--- config.mk ---
export PLATFORM = sky130hd
export DESIGN_NAME = alu_exec
export DESIGN_NICKNAME = d
export VERILOG_FILES = /design/src/rtl/alu_exec.sv
export SDC_FILE = /design/constraint.sdc
export NUM_CORES = 1
export LEC_CHECK = 0
export CORE_MARGIN = 5
export CORE_UTILIZATION = 40
export DETAILED_ROUTE_END_ITERATION = 8
export DONT_BUFFER_PORTS = 1
export HOLD_SLACK_MARGIN = 0.06
export PLACE_DENSITY_LB_ADDON = 0.05
export SYNTH_ARGS = -nofsm -noshare
export SYNTH_HDL_FRONTEND = slang
export SYNTH_SLANG_ARGS = --single-unit
--- constraint.sdc ---
create_clock -name clk -period 7.05 [get_ports clk]
set_clock_uncertainty 0.05 [all_clocks]
set_input_delay 1.41 -clock clk [delete_from_list [all_inputs] [get_ports clk]]
set_output_delay 1.41 -clock clk [all_outputs]
set_load 0.02 [all_outputs]
--- src/rtl/alu_exec.sv ---
// Pipelined integer execution unit fed by the reservation station; broadcasts
// results and branch/JALR outcomes on the CDB after LAT registered stages.
module alu_exec #(
  parameter int LAT   = 2,
  parameter int ROB_W = 4
) (
  input  logic             clk,
  input  logic             rst,
  input  logic             rdy,
  input  logic             jp_wrong,
  input  logic             ari_ins_flag,
  input  logic [5:0]       ari_insty,
  input  logic [31:0]      ari_val1,
  input  logic [31:0]      ari_val2,
  input  logic [ROB_W-1:0] ari_ROB_idx,
  output logic             val_flag_RS,
  output logic [ROB_W-1:0] val_idx_RS,
  output logic [31:0]      val_RS,
  output logic             br_flag,
  output logic             br_taken,
  output logic [31:0]      br_target
);

  localparam logic [5:0] OP_LUI  = 6'd1,  OP_JALR = 6'd4;
  localparam logic [5:0] OP_BEQ  = 6'd5,  OP_BNE  = 6'd6,  OP_BLT  = 6'd7;
  localparam logic [5:0] OP_BGE  = 6'd8,  OP_BLTU = 6'd9,  OP_BGEU = 6'd10;
  localparam logic [5:0] OP_ADDI = 6'd19, OP_SLTI = 6'd20, OP_SLTIU = 6'd21;
  localparam logic [5:0] OP_XORI = 6'd22, OP_ORI  = 6'd23, OP_ANDI = 6'd24;
  localparam logic [5:0] OP_SLLI = 6'd25, OP_SRLI = 6'd26, OP_SRAI = 6'd27;
  localparam logic [5:0] OP_ADD  = 6'd28, OP_SUB  = 6'd29, OP_SLL  = 6'd30;
  localparam logic [5:0] OP_SLT  = 6'd31, OP_SLTU = 6'd32, OP_XOR  = 6'd33;
  localparam logic [5:0] OP_SRL  = 6'd34, OP_SRA  = 6'd35, OP_OR   = 6'd36;
  localparam logic [5:0] OP_AND  = 6'd37;

  // Operands feeding the result stage: raw inputs for LAT=1, stage-1 regs for LAT=2.
  logic             src_valid;
  logic [5:0]       src_op;
  logic [31:0]      src_a;
  logic [31:0]      src_b;
  logic [ROB_W-1:0] src_idx;

  generate
    if (LAT == 1) begin : g_lat1
      assign src_valid = ari_ins_flag;
      assign src_op    = ari_insty;
      assign src_a     = ari_val1;
      assign src_b     = ari_val2;
      assign src_idx   = ari_ROB_idx;
    end else begin : g_lat2
      logic             s1_valid;
      logic [5:0]       s1_op;
      logic [31:0]      s1_a;
      logic [31:0]      s1_b;
      logic [ROB_W-1:0] s1_idx;

      always_ff @(posedge clk or posedge rst) begin
        if (rst) begin
          s1_valid <= 1'b0;
          s1_op    <= '0;
          s1_a     <= '0;
          s1_b     <= '0;
          s1_idx   <= '0;
        end else if (rdy) begin
          s1_valid <= ari_ins_flag & ~jp_wrong;
          if (ari_ins_flag && !jp_wrong) begin
            s1_op  <= ari_insty;
            s1_a   <= ari_val1;
            s1_b   <= ari_val2;
            s1_idx <= ari_ROB_idx;
          end
        end
      end

      assign src_valid = s1_valid;
      assign src_op    = s1_op;
      assign src_a     = s1_a;
      assign src_b     = s1_b;
      assign src_idx   = s1_idx;
    end
  endgenerate

  logic [4:0]  shamt;
  logic [31:0] result;
  logic        is_br;
  logic        taken;
  logic [31:0] target;

  assign shamt = src_b[4:0];

  always_comb begin
    result = '0;
    is_br  = 1'b0;
    taken  = 1'b0;
    target = '0;
    case (src_op)
      OP_ADD,  OP_ADDI:  result = src_a + src_b;
      OP_SUB:            result = src_a - src_b;
      OP_XOR,  OP_XORI:  result = src_a ^ src_b;
      OP_OR,   OP_ORI:   result = src_a | src_b;
      OP_AND,  OP_ANDI:  result = src_a & src_b;
      OP_SLL,  OP_SLLI:  result = src_a << shamt;
      OP_SRL,  OP_SRLI:  result = src_a >> shamt;
      OP_SRA,  OP_SRAI:  result = $signed(src_a) >>> shamt;
      OP_SLT,  OP_SLTI:  result = {31'b0, $signed(src_a) < $signed(src_b)};
      OP_SLTU, OP_SLTIU: result = {31'b0, src_a < src_b};
      OP_LUI:            result = src_b;
      OP_BEQ:  begin is_br = 1'b1; taken = (src_a == src_b); end
      OP_BNE:  begin is_br = 1'b1; taken = (src_a != src_b); end
      OP_BLT:  begin is_br = 1'b1; taken = ($signed(src_a) <  $signed(src_b)); end
      OP_BGE:  begin is_br = 1'b1; taken = ($signed(src_a) >= $signed(src_b)); end
      OP_BLTU: begin is_br = 1'b1; taken = (src_a <  src_b); end
      OP_BGEU: begin is_br = 1'b1; taken = (src_a >= src_b); end
      OP_JALR: begin
        is_br  = 1'b1;
        taken  = 1'b1;
        target = (src_a + src_b) & 32'hFFFF_FFFE;
      end
      default: ;
    endcase
  end

  // Broadcast stage; data registers only move when a valid op lands so they hold otherwise.
  always_ff @(posedge clk or posedge rst) begin
    if (rst) begin
      val_flag_RS <= 1'b0;
      val_idx_RS  <= '0;
      val_RS      <= '0;
      br_flag     <= 1'b0;
      br_taken    <= 1'b0;
      br_target   <= '0;
    end else if (rdy) begin
      if (jp_wrong) begin
        val_flag_RS <= 1'b0;
        br_flag     <= 1'b0;
      end else begin
        val_flag_RS <= src_valid;
        br_flag     <= src_valid & is_br;
        if (src_valid) begin
          val_idx_RS <= src_idx;
          val_RS     <= result;
          br_taken   <= taken;
          br_target  <= target;
        end
      end
    end
  end

endmodule
==> results.ini <==
[outcome]
run_status=finished, final reports clean

[sta]
fin_crit_sh_pct=57.9
setup_viols_final=0
timing.final.crit_period_ns=4.08
timing.hold.ws_ns=0.410
final_max_slew_violation_count=0
grt_setup_unrepaired=false
fmax_ghz=0.245
slew_headroom_pct=29.9
timing_hold_violations_final=0
worst-slew-pin-transition_ns=1.05
setup_tns_ns=0
worst_path_setup_slack_after_routing_ns=2.97

[worst_setup_path]
r2r_cells=9
crit_path_end_kind=flip-flop
worst-path-max-fanout=49
timing_worst_setup_path_type=reg2reg
setup.worst_path.end=val_RS[7]
critical_path.startpoint=g_lat2.s1_b[0]
timing.critical_path.from_type=flip-flop
setup.reg_to_reg.worst_slack_ns=2.97
timing.rr.start=g_lat2.s1_b[0]
required_ns=7.34
crit-reg2reg-capture=val_RS[7]
worst-endpoint-arrival_ns=4.37

[routing]
post-route-drc-count=0
route.antenna.remaining_nets=0
dr.first_iter.drc_count=1668
drt_pass1_iterations=5
detail_route.wl_per_cell_microns=28.0
detailroute.via_count=14600
vias_per_cell=6.41
routed_wl_mm=64.0

[cts]
tritoncts.num_buffers=17
cts.htree.levels=4
cts-resized-gates=0
clk_transition_reported_paths_ns=0.07
cts_setup_buffers=0
clk_path_buf_depth=2
tritoncts=built
worst_skew_pair.late_latency_ns=0.48
cts-hold-fix-buffers=0
clk_root_buffer_cell=sky130_fd_sc_hd__clkbuf_16
cts.sinks=145

[synth]
synth-compound-area-share_pct=27.1
synth_largest_area_cell=sky130_fd_sc_hd__dfrtp_1
synth_most_common_cell=sky130_fd_sc_hd__nor2_1
post_synth_simple_gate_area_pct=15.9
yosys.area.top_type_share_pct=23.9
synth_enable_flop_cells=0
synth.net_count=2045
post_synth.cell_area_avg_sq_um=8.15
synth-warning-count=0
synthTopCellsByCount=sky130_fd_sc_hd__nor2_1 (179), sky130_fd_sc_hd__nand2_1 (163), sky130_fd_sc_hd__o21ai_0 (150)
synth.yosys.seq_area_share_pct=23.9
synth_cells=1862
synthAdderAreaFrac_pct=8.68
synthTopCellsByArea=sky130_fd_sc_hd__dfrtp_1 (24%), sky130_fd_sc_hd__ha_1 (8.4%), sky130_fd_sc_hd__mux2_2 (7.1%)
async_reset_ff_share_pct=100
synth.ff_latch_count=145
synth_area_sq_um=15200
yosysUniqueCellTypes=96
ys_dominant_reg_cell=sky130_fd_sc_hd__dfrtp_1
yosys-mux-area-fraction_pct=15.2
synth_top_family_by_area=compound AO/OA/AOI/OAI gates
synthXorXnorAreaFrac_pct=2.08

[place]
number_of_buffers_added_on_ports=0
detailedPlacementHpwl_mm=47.2
routabilityCongestion=0.944
worst_setup_slack_post_dpl_ns=2.96
postPlaceCellArea_sq_um=15400

[floorplan]
die_width_microns=205
row_count=71
ios=150
die_h_microns=205
initial_core_util_pct=40.4
total_die_area_sq_um=41900
core_area_sq_um=37600

[global_route]
grt_pass1_wl_mm=93.9
via_count_of_the_first_global_routing_pass=14000
gr-total-overflow=0
grt_max_degree=81
global_route.usage.total_pct=30.1
antenna_violations_before_repair=2

[power_and_ir_drop]
ir_drop_mv=0.209
power_leakage_nw=6.64
power_density_nw_per_um2=330

[final_layout]
nNetsFinal=1943
layout-area-overhead-vs-synth_pct=5.29
finish.instance_area_sq_um=16000
final.fill_count=3880
layout-drive-gt1-share_pct=12.9

[hold_path]
worst_hold_path_type=reg2reg
holdPathStages=2
holdCritStartpoint=g_lat2.s1_idx[3]

[flow_run]
maxCapViolations=0

## cell type report
| cell class | count | area (sq um) | area share [%] |
|---|---|---|---|
| antenna | 1 | 2.50 | 0.0157 |
| timing repair buffer | 28 | 210 | 1.32 |
| clock inverter | 9 | 108 | 0.674 |
| clock buffer | 22 | 474 | 2.97 |
| tap | 511 | 639 | 4.00 |
| multi-input combinational | 1463 | 10500 | 65.7 |
| inverter | 105 | 399 | 2.50 |
| sequential | 145 | 3640 | 22.8 |
## worst min path at each step
| stage | slack (ns) | end |
|---|---|---|
| after global placement | 0.39 | val_idx_RS[3] |
| after CTS | 0.42 | val_idx_RS[0] |
| final | 0.41 | val_idx_RS[3] |
| after detailed placement | 0.40 | val_idx_RS[0] |
| after global routing | 0.44 | val_idx_RS[0] |
| after floorplan | 0.38 | val_idx_RS[0] |
## critical path, cell delays in order (launching register included)
cell and delay, ns:
sky130_fd_sc_hd__dfrtp_2 0.74, sky130_fd_sc_hd__buf_4 0.61, sky130_fd_sc_hd__inv_2 0.49, sky130_fd_sc_hd__mux2i_1 0.30, sky130_fd_sc_hd__mux2i_1 0.46, sky130_fd_sc_hd__nor2_1 0.07, sky130_fd_sc_hd__a2111oi_0 0.45, sky130_fd_sc_hd__a211oi_1 0.19
sky130_fd_sc_hd__a2111oi_0 0.42, sky130_fd_sc_hd__o21ai_0 0.12
## stage by stage
step                util [%]  power, W  std cells
floorplan                  -   0.00337       1862
global placement        40.9   0.00427       2252
detailed placement      40.9   0.00427       2252
CTS                     42.5   0.00523       2283
global route            42.5   0.00558       2283
finish                  42.5   0.00527       2284
## cells in the final DEF (no fill, tap or decap), types with 21 or more instances in the layout
master and count:
sky130_fd_sc_hd__ha_1 102, sky130_fd_sc_hd__inv_1 102, sky130_fd_sc_hd__mux4_2 26, sky130_fd_sc_hd__nand2_1 161, sky130_fd_sc_hd__a21oi_1 137, sky130_fd_sc_hd__dfrtp_1 140
sky130_fd_sc_hd__nor3_1 37, sky130_fd_sc_hd__a211oi_1 34, sky130_fd_sc_hd__a21o_1 26, sky130_fd_sc_hd__mux2i_1 65, sky130_fd_sc_hd__nor2_1 178, sky130_fd_sc_hd__buf_4 28
sky130_fd_sc_hd__nand3_1 21, sky130_fd_sc_hd__xnor2_1 29, sky130_fd_sc_hd__o211ai_1 24, sky130_fd_sc_hd__a31oi_1 26, sky130_fd_sc_hd__o21ai_0 149, sky130_fd_sc_hd__a221oi_1 31
sky130_fd_sc_hd__mux2_2 95
## sequential cells by signal (all words and copies together) (netlist names)
register	cells
g_lat2.s1_valid	1
val_idx_RS	4
g_lat2.s1_op	6
br_taken	1
g_lat2.s1_b	32
g_lat2.s1_idx	4
val_RS	32
g_lat2.s1_a	32
br_target	31
val_flag_RS	1
br_flag	1
## routing by layer
layer / global-route usage (%) / part of all wire, % / vias up
met3: 7.82 / 8.8 / 105
met2: 43.0 / 42 / 672
met4: 11.0 / 3.6 / 4
met1: 43.6 / 45 / 7258
met5: 0 / 0.053 / -
li1: - / - / 6600
## where the power goes
| group | switching (W) | total, W | internal (W) |
|---|---|---|---|
| combinational | 0.00191 | 0.00296 | 0.00105 |
| clock | 0.000383 | 0.000927 | 0.000544 |
| sequential | 0.000394 | 0.00138 | 0.000989 |
## cells by family after synthesis
family / after synthesis
fa+ha+maj: 104
buf+inv: 254
flops: 145
simple gates: 528
compound gates: 608
mux: 186
other cells: 1
xor+xnor: 36
(Power assumes the default switching activity.)
